<file path="src/rtl/lifo_pkg.sv">
// -----------------------------------------------------------------------------
// lifo_pkg
//
// Shared types and helpers for the LIFO stack controller.
//
//   lifo_op_t  : the operation performed on the stack in a given cycle,
//                decoded from the PUSH/POP requests against EMPTY/FULL.
//   cnt_width  : number of bits needed to hold an occupancy count in the
//                range 0..depth inclusive.
// -----------------------------------------------------------------------------
package lifo_pkg;

  typedef enum logic [1:0] {
    OP_IDLE    = 2'd0,
    OP_PUSH    = 2'd1,
    OP_POP     = 2'd2,
    OP_REPLACE = 2'd3
  } lifo_op_t;

  // The count must represent "completely full" (== depth), hence depth+1.
  function automatic int cnt_width(input int depth);
    return $clog2(depth + 1);
  endfunction

endpackage

</file>
<file path="src/rtl/lifo_op_decode.sv">
// -----------------------------------------------------------------------------
// lifo_op_decode
//
// Purely combinational decode of the per-cycle stack request.
//
// Ports:
//   push    in   push request
//   pop     in   pop request
//   empty   in   stack currently holds no entries
//   full    in   stack currently holds LIFO_DEPTH entries
//   op      out  operation actually carried out this cycle
//   ovf_evt out  a push was dropped because the stack was full
//   unf_evt out  a pop was dropped because the stack was empty
//
// Decode table ({push,pop}):
//   00            -> IDLE
//   10, !full     -> PUSH        10, full  -> IDLE + overflow event
//   01, !empty    -> POP         01, empty -> IDLE + underflow event
//   11, !empty    -> REPLACE (legal even when full, never an overflow)
//   11, empty     -> PUSH + underflow event (the pop half is dropped)
// -----------------------------------------------------------------------------
module lifo_op_decode
  import lifo_pkg::*;
(
  input  logic     push,
  input  logic     pop,
  input  logic     empty,
  input  logic     full,
  output lifo_op_t op,
  output logic     ovf_evt,
  output logic     unf_evt
);

  always_comb begin
    op      = OP_IDLE;
    ovf_evt = 1'b0;
    unf_evt = 1'b0;
    unique case ({push, pop})
      2'b10: begin
        if (full) begin
          ovf_evt = 1'b1;
        end else begin
          op = OP_PUSH;
        end
      end
      2'b01: begin
        if (empty) begin
          unf_evt = 1'b1;
        end else begin
          op = OP_POP;
        end
      end
      2'b11: begin
        if (empty) begin
          // Nothing to replace: keep the push, drop the pop.
          op      = OP_PUSH;
          unf_evt = 1'b1;
        end else begin
          op = OP_REPLACE;
        end
      end
      default: begin
        op = OP_IDLE;
      end
    endcase
  end

endmodule

</file>
<file path="src/rtl/lifo_stack_ctl.sv">
// -----------------------------------------------------------------------------
// lifo_stack_ctl
//
// Parametrised last-in-first-out buffer with occupancy count, programmable
// almost-full threshold, top-of-stack replace (simultaneous push+pop) and a
// combinational peek of the current top entry.
//
// Parameters:
//   DATA_WIDTH  entry width in bits
//   LIFO_DEPTH  number of entries (>= 2, any value, not only powers of two)
//   AF_LEVEL    ALMOST_FULL asserts when COUNT >= AF_LEVEL
//   CW          (derived) width of COUNT, $clog2(LIFO_DEPTH+1)
//
// Ports:
//   Clk          in   clock, all state changes on the rising edge
//   Rst          in   asynchronous active-high reset
//   PUSH         in   write dataIn onto the stack
//   POP          in   remove the top entry
//   dataIn       in   push data
//   dataOut      out  registered popped data, held until the next accepted pop
//   dataValid    out  one-cycle pulse: dataOut was updated by an accepted pop
//   TOP          out  combinational peek of mem[COUNT-1], 0 when EMPTY
//   COUNT        out  number of valid entries
//   EMPTY        out  COUNT == 0
//   FULL         out  COUNT == LIFO_DEPTH
//   ALMOST_FULL  out  COUNT >= AF_LEVEL
//   OVERFLOW     out  sticky dropped-push flag   (only with LIFO_ERR_FLAGS_EN)
//   UNDERFLOW    out  sticky dropped-pop flag    (only with LIFO_ERR_FLAGS_EN)
//
// Optional feature macro: LIFO_ERR_FLAGS_EN adds the sticky OVERFLOW and
// UNDERFLOW outputs. Without it, dropped operations are silently ignored.
//
// Handshake: PUSH and POP are requests without a ready/backpressure signal.
// A request present at a rising edge is acted on at that edge if the stack
// state allows it; otherwise it is dropped (and reported as an event). The
// consumer sees popped data on dataOut qualified by the dataValid pulse one
// cycle after the accepting edge.
//
// The storage array is deliberately not reset; only COUNT, dataOut,
// dataValid and the error flags are.
// -----------------------------------------------------------------------------
module lifo_stack_ctl
  import lifo_pkg::*;
#(
  parameter  int DATA_WIDTH = 8,
  parameter  int LIFO_DEPTH = 16,
  parameter  int AF_LEVEL   = LIFO_DEPTH - 2,
  localparam int CW         = cnt_width(LIFO_DEPTH)
) (
  input  logic                  Clk,
  input  logic                  Rst,
  input  logic                  PUSH,
  input  logic                  POP,
  input  logic [DATA_WIDTH-1:0] dataIn,
  output logic [DATA_WIDTH-1:0] dataOut,
  output logic                  dataValid,
  output logic [DATA_WIDTH-1:0] TOP,
  output logic [CW-1:0]         COUNT,
  output logic                  EMPTY,
  output logic                  FULL,
  output logic                  ALMOST_FULL
`ifdef LIFO_ERR_FLAGS_EN
  ,
  output logic                  OVERFLOW,
  output logic                  UNDERFLOW
`endif
);

  // Address width for indexing the storage array.
  localparam int AW = (LIFO_DEPTH > 1) ? $clog2(LIFO_DEPTH) : 1;

  // ---------------------------------------------------------------------------
  // State
  // ---------------------------------------------------------------------------
  logic [DATA_WIDTH-1:0] mem_q [LIFO_DEPTH];

  logic [CW-1:0]         count_q;
  logic [CW-1:0]         count_d;
  logic [DATA_WIDTH-1:0] data_out_q;
  logic [DATA_WIDTH-1:0] data_out_d;
  logic                  data_valid_q;
  logic                  data_valid_d;

  // ---------------------------------------------------------------------------
  // Status derived from the count
  // ---------------------------------------------------------------------------
  logic          empty;
  logic          full;
  logic [AW-1:0] top_idx;

  assign empty   = (count_q == '0);
  assign full    = (count_q == CW'(LIFO_DEPTH));
  // Index of the current top entry; only meaningful when not empty.
  assign top_idx = AW'(count_q - CW'(1));

  // ---------------------------------------------------------------------------
  // Operation decode
  // ---------------------------------------------------------------------------
  lifo_op_t op;
  logic     ovf_evt;
  logic     unf_evt;

  lifo_op_decode u_op_decode (
    .push    (PUSH),
    .pop     (POP),
    .empty   (empty),
    .full    (full),
    .op      (op),
    .ovf_evt (ovf_evt),
    .unf_evt (unf_evt)
  );

  // ---------------------------------------------------------------------------
  // Next-state logic
  // ---------------------------------------------------------------------------
  logic          wr_en;
  logic [AW-1:0] wr_idx;

  always_comb begin
    count_d      = count_q;
    data_out_d   = data_out_q;
    data_valid_d = 1'b0;
    wr_en        = 1'b0;
    wr_idx       = AW'(count_q);
    unique case (op)
      OP_PUSH: begin
        // Decode guarantees !full here, so count_q is a valid free slot.
        wr_en   = 1'b1;
        wr_idx  = AW'(count_q);
        count_d = count_q + CW'(1);
      end
      OP_POP: begin
        data_out_d   = mem_q[top_idx];
        data_valid_d = 1'b1;
        count_d      = count_q - CW'(1);
      end
      OP_REPLACE: begin
        // Old top leaves through dataOut while the new word takes its slot.
        data_out_d   = mem_q[top_idx];
        data_valid_d = 1'b1;
        wr_en        = 1'b1;
        wr_idx       = top_idx;
      end
      default: begin
        count_d = count_q;
      end
    endcase
  end

  // ---------------------------------------------------------------------------
  // Registers
  // ---------------------------------------------------------------------------
  always_ff @(posedge Clk or posedge Rst) begin
    if (Rst) begin
      count_q      <= '0;
      data_out_q   <= '0;
      data_valid_q <= 1'b0;
    end else begin
      count_q      <= count_d;
      data_out_q   <= data_out_d;
      data_valid_q <= data_valid_d;
    end
  end

  // Storage has no reset: stale contents are never visible because TOP and
  // pops are gated by COUNT.
  always_ff @(posedge Clk) begin
    if (wr_en) begin
      mem_q[wr_idx] <= dataIn;
    end
  end

  // ---------------------------------------------------------------------------
  // Outputs
  // ---------------------------------------------------------------------------
  assign dataOut     = data_out_q;
  assign dataValid   = data_valid_q;
  assign COUNT       = count_q;
  assign EMPTY       = empty;
  assign FULL        = full;
  assign ALMOST_FULL = (int'(count_q) >= AF_LEVEL);
  assign TOP         = empty ? '0 : mem_q[top_idx];

  // ---------------------------------------------------------------------------
  // Optional sticky error flags
  // ---------------------------------------------------------------------------
`ifdef LIFO_ERR_FLAGS_EN
  logic ovf_q;
  logic ovf_d;
  logic unf_q;
  logic unf_d;

  always_comb begin
    ovf_d = ovf_q | ovf_evt;
    unf_d = unf_q | unf_evt;
  end

  always_ff @(posedge Clk or posedge Rst) begin
    if (Rst) begin
      ovf_q <= 1'b0;
      unf_q <= 1'b0;
    end else begin
      ovf_q <= ovf_d;
      unf_q <= unf_d;
    end
  end

  assign OVERFLOW  = ovf_q;
  assign UNDERFLOW = unf_q;
`else
  // Events have no consumer in this build.
  logic unused_evt;
  assign unused_evt = ovf_evt | unf_evt;
`endif

endmodule

</file>
<file path="config.mk">
export PLATFORM = sky130hd
export DESIGN_NAME = lifo_stack_ctl
export DESIGN_NICKNAME = d
export VERILOG_FILES = /design/src/rtl/lifo_pkg.sv /design/src/rtl/lifo_op_decode.sv /design/src/rtl/lifo_stack_ctl.sv
export SDC_FILE = /design/constraint.sdc
export NUM_CORES = 1
export LEC_CHECK = 0
export BUFFER_PORTS_ARGS = -buffer_cell sky130_fd_sc_hd__buf_4
export CAP_MARGIN = 20
export CORE_MARGIN = 1.5
export CORE_UTILIZATION = 40
export CTS_BUF_LIST = sky130_fd_sc_hd__clkbuf_4
export CTS_CLUSTER_DIAMETER = 50
export CTS_CLUSTER_SIZE = 20
export DETAILED_ROUTE_END_ITERATION = 6
export HOLD_SLACK_MARGIN = 0.03
export PLACE_DENSITY = 0.68
export SLEW_MARGIN = 20
export SYNTH_ARGS = -nofsm -noshare
export SYNTH_HDL_FRONTEND = slang
export SYNTH_SLANG_ARGS = --single-unit
export TNS_END_PERCENT = 50
</file>
<file path="constraint.sdc">
create_clock -name Clk -period 4 [get_ports Clk]
set_clock_uncertainty 0.05 [all_clocks]
set_input_delay 0.4 -clock Clk [delete_from_list [all_inputs] [get_ports Clk]]
set_output_delay 0.4 -clock Clk [all_outputs]
set_load 0.005 [all_outputs]
</file>
==> results of run 1 <==
stage by stage:
| step | worst slack (ns) | instance area (um2) | std cells | hold WS [ns] | utilization |
|---|---|---|---|---|---|
| 2_1_floorplan | 0.9106 | 5949 | 343 | 0.2392 | - |
| 3_3_place_gp | 0.6263 | 6425 | 555 | 0.4110 | 0.4421 |
| 3_5_place_dp | 0.4160 | 6425 | 555 | 0.4284 | 0.4421 |
| 4_1_cts | 0.2145 | 6724 | 588 | 0.08460 | 0.4626 |
| 5_1_grt | 0.0007279 | 6724 | 588 | 0.07270 | 0.4626 |
| 6_report | 0.2461 | 6724 | 588 | 0.1219 | 0.4626 |
layout by cell type, fill, tap and decap left out, types with 5 or more instances in the layout:
master / n
edfxtp_1: 128
buf_4: 45
nor2_1: 39
mux4_2: 32
clkbuf_4: 19
inv_1: 14
dfrtp_1: 13
nand2_1: 11
a21oi_1: 10
clkinv_1: 9
nand3_1: 6
o22ai_1: 6
a221oi_2: 6
ha_1: 6
o21ai_0: 5
registers in the layout, indices dropped and copies added (netlist names):
| name | count |
|---|---|
| COUNT | 5 |
| dataValid | 1 |
| dataOut | 8 |
| mem_q | 128 |
power by group:
part	total [W]	internal (W)	switching [W]
Clock	0.000954	0.000438	0.000516
Combinational	0.00237	0.00108	0.00129
Sequential	0.00195	0.00183	0.000124
logic make-up after synthesis:
logic type | Yosys count | share of synthesized area
fa+ha+maj | 6 | 0.01262
xor+xnor | 5 | 0.007362
simple gates | 71 | 0.05426
flops | 142 | 0.7049
compound gates | 49 | 0.06961
buf+inv | 37 | 0.02839
mux | 33 | 0.1228
cell type report:
class,instances,share of cell area
clock buffers,19,0.02121
clock inverters,13,0.02177
inverters,20,0.01116
multi-input cells,164,0.2360
flip-flops and latches,142,0.6239
well taps,184,0.03424
repair buffers,46,0.05173
worst max-delay path, cell delays in order, from the launching register on:
cell       delay [ns]
dfrtp_1          0.62
inv_1            0.20
ha_1             0.34
buf_4            0.30
mux4_2           0.37
a21boi_1         0.16
a2111oi_2        0.52
nor2_1           0.10
buf_4            0.16
worst max-delay path by stage:
| stage | start | end | slack (ns) |
|---|---|---|---|
| detailed placement | COUNT[1] | mem_q[11][3] | 0.42 |
| CTS | COUNT[1] | TOP[6] | 0.21 |
| global route | COUNT[1] | TOP[6] | 0.0007 |
| finish | COUNT[1] | TOP[0] | 0.25 |
| global placement | COUNT[1] | mem_q[11][3] | 0.63 |
| floorplan | COUNT[0] | mem_q[0][0] | 0.91 |
repair_timing:
action,4_1_cts,5_1_grt
hold endpoints to repair,14,0
buffers inserted,0,0
hold buffers,1,0
per-layer routing:
layer,vias to the layer above,track usage,part of all wire
met1,1610,0.2327,0.46
met4,0,0.04679,0.013
met5,-,0,0
met3,17,0.05178,0.070
met2,129,0.2557,0.46
li1,1443,-,-
==> out/metrics.csv, run 1 <==
stage;metric;value;unit
outcome;status;finished, final reports clean;
die;initial_utilization;0.4093;
critical_path;crit_arrival;3.30;ns
clock_tree;cts-resized-gates;0;
final_layout;n_fill_cell;1255;
critical_path;r2r_cells;9;
min_path;hp-start;dataIn[7];
critical_path;criticalPathCategory;flip-flop to output port;
grt;grt_pass1_wl;19260;um
place;globalplace.congestion;0.8420;
route;drt_pass1_iterations;5;
synth;synth_edf_count;128;
final_layout;antenna_cells;0;
route;drc;0;
clock_tree;clk_path_buf_depth;2;
route;vias;3199;
synth;yosysWarnings;0;
power_and_ir_drop;total_power;0.005275;W
critical_path;cp-start-kind;flip-flop;
timing;slew_headroom;0.4508;
die;ios;37;
final_layout;seqCellArea;4195;um2
synth;syn_inst;343;
clock_tree;htreeDepth;4;
synth;synth_area_per_cell;17.35;um2
timing;period_share;0.9385;
place;io_buffers;36;
grt;overflow;0;
synth;yosysMostFrequentCell;edfxtp_1;
clock_tree;cts_tree;done;
clock_tree;cts_inserted_buffers;17;
die;die-area;15610;um2
critical_path;worstReg2RegEnd;mem_q[7][7];
route;first_iter_violations;433;
clock_tree;path_clk_slew;0.13;ns
grt;grt_pass1_vias;3300;
synth;yosys_register_bits;142;
final_layout;layout.nets;409;
synth;synth_top_cell_by_area;edfxtp_1;
synth;ys_seq_area_frac;0.7049;
grt;antenna_found_initial;0;
die;fp.dieH;125.0;um
timing;slew_viol_final;0;
critical_path;regToRegStartpoint;COUNT[1];
critical_path;r2r_slack;0.42;ns
min_path;worstHoldEndpoint;mem_q[10][7];
final_layout;multi_input_area;1587;um2
route;wl_per_cell;20.65;um
power_and_ir_drop;ir_drop;0.0003764;V
synth;ys.flop_type;edfxtp_1;
timing;hold_viol_final;0;
clock_tree;cts_sinks;142;
route;vias_per_cell;5.440;
critical_path;crit_required;3.55;ns
grt;grt_use_total;0.1667;
final_layout;syn2layout_area_growth;13.02;%
synth;ys_async_sr_fraction;0.09859;
power_and_ir_drop;cellPowerDensity;784.4;nW/um2
critical_path;end_kind;output port;
die;die_w;125.0;um
synth;netlist_area;5949;um2
timing;tns;0;ns
die;coreArea;14530;um2
timing;rsz0062_at_grt;false;
final_layout;drive_above_1_share;0.2995;
place;hpwl;8117;um
route;wirelength;12140;um
timing;max_freq;0.2664;GHz
route;ant_nets;0;
die;std_cell_rows;44;
timing;finalSetupViolations;0;
run;maxCapViolCount;0;
synth;synth_nets;361;
timing;layout_min_cycle_time;3.754;ns
clock_tree;clock_latency;0.56;ns
power_and_ir_drop;p_leak;2.275;nW
timing;tightestPinTransition;0.8207;ns
clock_tree;ctsRootBufferMaster;clkbuf_4;
grt;grt_max_degree;45;
synth;yosys-top-cells-area;edfxtp_1 65%, mux4_2 12%, dfrtp_1 5.9%, nor2_1 2.5%, a221oi_2 1.5%;
synth;yosys-top-cells-count;128 x edfxtp_1, 39 x nor2_1, 32 x mux4_2;
min_path;hold_path_class;input pin to flip-flop;
min_path;whs_path_depth;1;
synth;ys_types;42;
synth;yosysTopAreaCellShare;0.6461;
critical_path;crit_fanout;21;
Power figures use the tool's default switching activity.
==> run 2, diff against run 1 <==
ABC_AREA = 1   (was unset)
==> run 2 against run 1 <==
Hold slack better by 0.028 ns. Utilization down 0.95 points. Worst setup slack better by 0.063 ns. Clock-buffer cell count up 1. Sequential share of layout area down 4.1 points. Cell area up 7.1%. Die area up 9.3%. Routed wire length up 22%.
==> out/metrics.csv, run 2 <==
stage;metric;value;unit
outcome;status;finished, final reports clean;
critical_path;crit_slowest_cell;clkinvlp_4;
synth;yosys_register_bits;142;
die;die-area;17070;um2
route;vias_per_cell;4.781;
route;drc;0;
synth;yosysTopAreaCellShare;0.5899;
final_layout;antenna_cells;0;
route;wl_per_cell;16.18;um
critical_path;worstReg2RegEnd;mem_q[0][7];
synth;ys_types;31;
critical_path;cpPeakStageDelay;0.54;ns
critical_path;end_kind;output port;
synth;yosysWarnings;0;
synth;ys_seq_area_frac;0.6436;
final_layout;n_fill_cell;1520;
critical_path;crit_required;3.55;ns
clock_tree;htreeDepth;4;
grt;grt_max_degree;70;
clock_tree;cts_setup_buffers;0;
clock_tree;cts_tree;done;
timing;layout_setup_ws;0.3091;ns
min_path;worstHoldEndpoint;mem_q[6][3];
route;vias;4394;
place;hpwl;9594;um
timing;layout_min_cycle_time;3.691;ns
place;io_buffers;36;
critical_path;r2r_cells;12;
die;coreArea;15890;um2
clock_tree;path_clk_slew;0.13;ns
synth;yosys-top-cells-area;edfxtp_1 59%, nand2_1 12%, nand3_1 7.8%, inv_1 6.4%, dfrtp_1 5.4%;
grt;antenna_found_initial;0;
grt;overflow;0;
grt;grt_use_total;0.1840;
final_layout;mostFrequentLayoutCell;nand2_1;
die;ios;37;
timing;tns;0;ns
grt;grt_pass1_vias;4063;
timing;period_share;0.9227;
synth;synth_nets;673;
grt;grt_pass1_wl;22640;um
timing;tightestPinTransition;0.8079;ns
route;first_iter_violations;459;
die;fp.dieH;130.6;um
synth;ys.flop_type;edfxtp_1;
clock_tree;ctsRootBufferMaster;clkbuf_4;
critical_path;r2r_slack;0.70;ns
synth;synth_top_cell_by_area;edfxtp_1;
run;maxCapViolCount;0;
final_layout;largest_register_ffs;128;
synth;syn_inst;655;
synth;yosysMostFrequentCell;nand2_1;
timing;slew_viol_final;0;
min_path;hp-start;dataIn[3];
clock_tree;clock_latency;0.55;ns
synth;synth_area_per_cell;9.948;um2
place;pre_cts_slack;0.7733;ns
clock_tree;clk_path_buf_depth;2;
final_layout;drive_above_1_share;0.1181;
synth;synth_edf_count;128;
critical_path;regToRegStartpoint;COUNT[1];
route;drt_pass1_iterations;5;
critical_path;path_cells;inv_1 -> ha_1 -> buf_4 -> clkinvlp_4 -> nand3_1 -> nand3_1 -> nand3_1 -> a21oi_1 -> buf_4;
critical_path;crit_fanout;32;
die;std_cell_rows;46;
clock_tree;cts_inserted_buffers;17;
die;die_w;130.6;um
timing;hold_viol_final;0;
route;wirelength;14870;um
route;ant_nets;0;
min_path;hold_path_class;input pin to flip-flop;
synth;yosys-top-cells-count;209 x nand2_1, 128 x edfxtp_1, 111 x inv_1;
timing;max_freq;0.2709;GHz
critical_path;crit_path_frequent_cell;nand3_1;
power_and_ir_drop;cellPowerDensity;780.3;nW/um2
die;initial_utilization;0.4102;
synth;netlist_area;6516;um2
min_path;whs_path_depth;1;
critical_path;criticalPathCategory;flip-flop to output port;
clock_tree;cts_sinks;142;
final_layout;layout.nets;709;
final_layout;syn2layout_area_growth;10.46;%
place;globalplace.congestion;0.8806;
synth;ys_async_sr_fraction;0.09859;
final_layout;top_register;mem_q;
critical_path;cp-start-kind;flip-flop;
timing;finalSetupViolations;0;
power_and_ir_drop;ir_drop;0.0004636;V
timing;slew_headroom;0.4594;
critical_path;crit_arrival;3.24;ns
timing;rsz0062_at_grt;false;
power_and_ir_drop;p_leak;3.160;nW
final_layout;final_cell_mix;209 x nand2_1, 128 x edfxtp_1, 110 x inv_1;
run 2: critical path: cells and delay by family, from the launching register on:
family                     cells  cell delay (ns)
adders and majority gates      1             0.32
and+or+nand+nor                3             0.63
buffers and inverters          4             1.09
DFF                            1             0.53
AOI/OAI and AO/OA              1             0.10
run 2: layer usage:
layer	vias to the layer above	wire length (um)	global-route usage
met5	-	0	0
met1	2022	6699	0.2549
met4	0	445	0.08145
li1	2176	-	-
met3	26	1103	0.04967
met2	170	6617	0.2724
run 2: worst max-delay path by stage:
stage          startpoint            to  slack (ns)  cells after the start
2_1_floorplan    COUNT[0]  mem_q[10][0]        1.03                     13
3_3_place_gp     COUNT[1]        TOP[3]        0.86                      9
3_5_place_dp     COUNT[1]   mem_q[3][5]        0.77                     10
4_1_cts          COUNT[1]        TOP[5]        0.15                      9
5_1_grt          COUNT[1]        TOP[4]        0.12                      9
6_report         COUNT[1]        TOP[5]        0.31                      9
run 2: cell type report:
type / instances / area, um2 / share of cell area
Inverter: 117 / 450.4 / 0.06258
Tap cell: 216 / 270.3 / 0.03755
Clock buffer: 20 / 150.1 / 0.02086
Sequential cell: 142 / 4195 / 0.5828
Clock inverter: 11 / 123.9 / 0.01721
Multi-Input combinational cell: 371 / 1690 / 0.2348
Timing Repair Buffer: 42 / 317.8 / 0.04415
run 2: logic make-up (layout without fill, tap and decap cells):
family / count (synthesis) / in the layout / synth area share
simple gates: 337 / 337 / 0.2179
flops: 142 / 142 / 0.6436
buf+inv: 142 / 190 / 0.09696
compound gates: 23 / 23 / 0.02323
fa+ha+maj: 6 / 6 / 0.01152
xor+xnor: 5 / 5 / 0.006722
run 2: repair_timing:
item                                    4_1_cts  5_1_grt
resized for setup                             0        1
endpoints found under the setup margin        0        6
hold buffers                                  1        0
hold endpoints to repair                     14        0
run 2: power breakdown:
part           total (W)  switching (W)  internal, W
sequential       0.00194      0.0000982      0.00184
clock           0.000916       0.000480     0.000436
combinational    0.00276        0.00184     0.000924
total            0.00562        0.00242      0.00320
run 2: stage by stage:
stage                     area [um2]  total power (W)  cells  hold WS [ns]    util
final                           7198         0.005616    919        0.1500  0.4531
after global routing            7198         0.005985    919        0.1321  0.4531
after CTS                       7194         0.005622    919        0.1122  0.4529
after detailed placement        6910         0.004701    887        0.4210  0.4350
after global placement          6910         0.004665    887        0.4168  0.4350
after floorplan                 6516         0.003782    655        0.2392       -
==> run 3, diff against run 2 <==
ABC_AREA = unset   (was 1)
PLACE_DENSITY = 0.71   (was 0.68)
clock period = 3.3 ns   (was 4 ns; I/O delays follow)
==> run 3 against run 2 <==
First-iteration DRC count down 37%. Power up 23%. Register-to-register slack worse by 0.40 ns. Sequential power up 19%. Critical path type unchanged. Highest routed layer unchanged.
==> out/metrics.csv, run 3 (same netlist as run 1, synthesis figures left out) <==
stage;metric;value;unit
min_path;worstHoldEndpoint;mem_q[4][7];
final_layout;largest_register_ffs;128;
min_path;hold_path_class;input pin to flip-flop;
die;initial_utilization;0.4093;
critical_path;criticalPathCategory;flip-flop to output port;
timing;period_share;0.9720;
final_layout;stdcell_count;602;
timing;slew_headroom;0.4312;
route;vias;3292;
timing;slew_viol_final;0;
die;fp.dieH;125.0;um
timing;tns;0;ns
final_layout;top_register;mem_q;
grt;overflow;0;
route;drc;0;
outcome;status;finished, final reports clean;
timing;layout_min_cycle_time;3.207;ns
power_and_ir_drop;ir_drop;0.0003724;V
place;hpwl;8209;um
route;ant_nets;0;
place;io_buffers;36;
route;wirelength;12640;um
final_layout;final_area;6992;um2
route;vias_per_cell;5.468;
critical_path;r2r_cells;8;
critical_path;crit_required;2.92;ns
place;dpl_cell_area;6497;um2
clock_tree;cts_inserted_buffers;17;
die;std_cell_rows;44;
die;coreArea;14530;um2
grt;antenna_found_initial;0;
clock_tree;path_clk_slew;0.11;ns
min_path;whs_path_depth;1;
power_and_ir_drop;p_leak;2.401;nW
place;dpl.cell_count;563;
timing;layout_setup_ws;0.09256;ns
critical_path;r2r_slack;0.30;ns
critical_path;crit_arrival;2.83;ns
critical_path;regToRegStartpoint;COUNT[0];
grt;grt_pass1_vias;3299;
final_layout;layout.nets;423;
grt;grt_use_total;0.1664;
final_layout;drive_above_1_share;0.3397;
grt;grt_pass1_wl;19300;um
die;ios;37;
timing;max_freq;0.3118;GHz
place;globalplace.congestion;0.8206;
final_layout;syn2layout_area_growth;17.52;%
critical_path;worstReg2RegEnd;mem_q[9][1];
final_layout;antenna_cells;0;
die;die_w;125.0;um
power_and_ir_drop;cellPowerDensity;985.1;nW/um2
run;maxCapViolCount;0;
critical_path;cp-start-kind;flip-flop;
route;drt_pass1_iterations;4;
route;wl_per_cell;21.00;um
min_path;hp-start;dataIn[7];
timing;tightestPinTransition;0.8500;ns
critical_path;end_kind;output port;
place;pre_cts_slack;0.3315;ns
clock_tree;cts_tree;done;
clock_tree;cts_sinks;142;
timing;finalSetupViolations;0;
grt;grt_max_degree;45;
clock_tree;clk_path_buf_depth;2;
critical_path;crit_fanout;22;
die;die-area;15610;um2
final_layout;mostFrequentLayoutCell;edfxtp_1;
timing;rsz0062_at_grt;false;
timing;hold_viol_final;0;
route;first_iter_violations;287;
clock_tree;htreeDepth;4;
clock_tree;clock_latency;0.55;ns
clock_tree;ctsRootBufferMaster;clkbuf_4;
final_layout;final_cell_mix;128 x edfxtp_1, 53 x buf_4, 39 x nor2_1;
run 3: report_power, final:
| part | total, W | leakage (nW) | switching, W | internal [W] |
|---|---|---|---|---|
| Clock | 0.00120 | 0.167 | 0.000595 | 0.000608 |
| Combinational | 0.00338 | 0.916 | 0.00177 | 0.00161 |
| Sequential | 0.00231 | 1.32 | 0.0000901 | 0.00222 |
run 3: metal layers:
metal  vias to the layer above  global-route usage  part of all wire  wire length [um]
li1                       1468                   -                 -                 -
met1                      1645              0.2268              0.43              5488
met5                         -                   0                 0                 0
met4                         0             0.06150             0.021               264
met2                       153              0.2547              0.47              5926
met3                        26             0.05092             0.076               959
run 3: timing repair:
item                       CTS  global route
resized for setup            3             9
buffers inserted             1             2
hold buffers                 2             0
setup endpoints to repair    8             8
cloned                       0             2
pin swaps                    1             1
hold endpoints to repair    25             0
run 3: how the worst max path moves through the flow:
stage | cells after the start | startpoint | slack, ns | to
final | 7 | COUNT[0] | 0.09 | TOP[2]
after global routing | 9 | COUNT[0] | 0.004 | TOP[2]
after CTS | 7 | COUNT[0] | 0.001 | TOP[5]
after detailed placement | 7 | COUNT[0] | 0.33 | TOP[5]
after global placement | 7 | COUNT[0] | 0.39 | TOP[5]
after floorplan | 12 | COUNT[0] | 0.21 | mem_q[0][0]
run 3: area by class of cell:
| type | count | area (um2) |
|---|---|---|
| Sequential cell | 142 | 4195 |
| Clock inverter | 13 | 171.4 |
| Tap cell | 184 | 230.2 |
| Fill cell | 1216 | 7542 |
| Clock buffer | 19 | 142.6 |
| Multi-Input combinational cell | 164 | 1642 |
| Inverter | 20 | 75.07 |
| Timing Repair Buffer | 60 | 535.5 |
run 3: stage by stage:
stage	hold WS, ns	total power [W]	utilization
2_1_floorplan	0.1692	0.004299	-
3_3_place_gp	0.3505	0.005312	0.4471
3_5_place_dp	0.3709	0.005367	0.4471
4_1_cts	0.04440	0.006621	0.4721
5_1_grt	0.04640	0.007223	0.4811
6_report	0.07446	0.006887	0.4811
run 3: critical path: stages (launching register included):
cell and delay (ns):
dfrtp_2 0.46, buf_16 0.19, or3_4 0.44, a32oi_4 0.43
o22ai_1 0.24, a221oi_2 0.29, nor2_1 0.08, buf_4 0.14
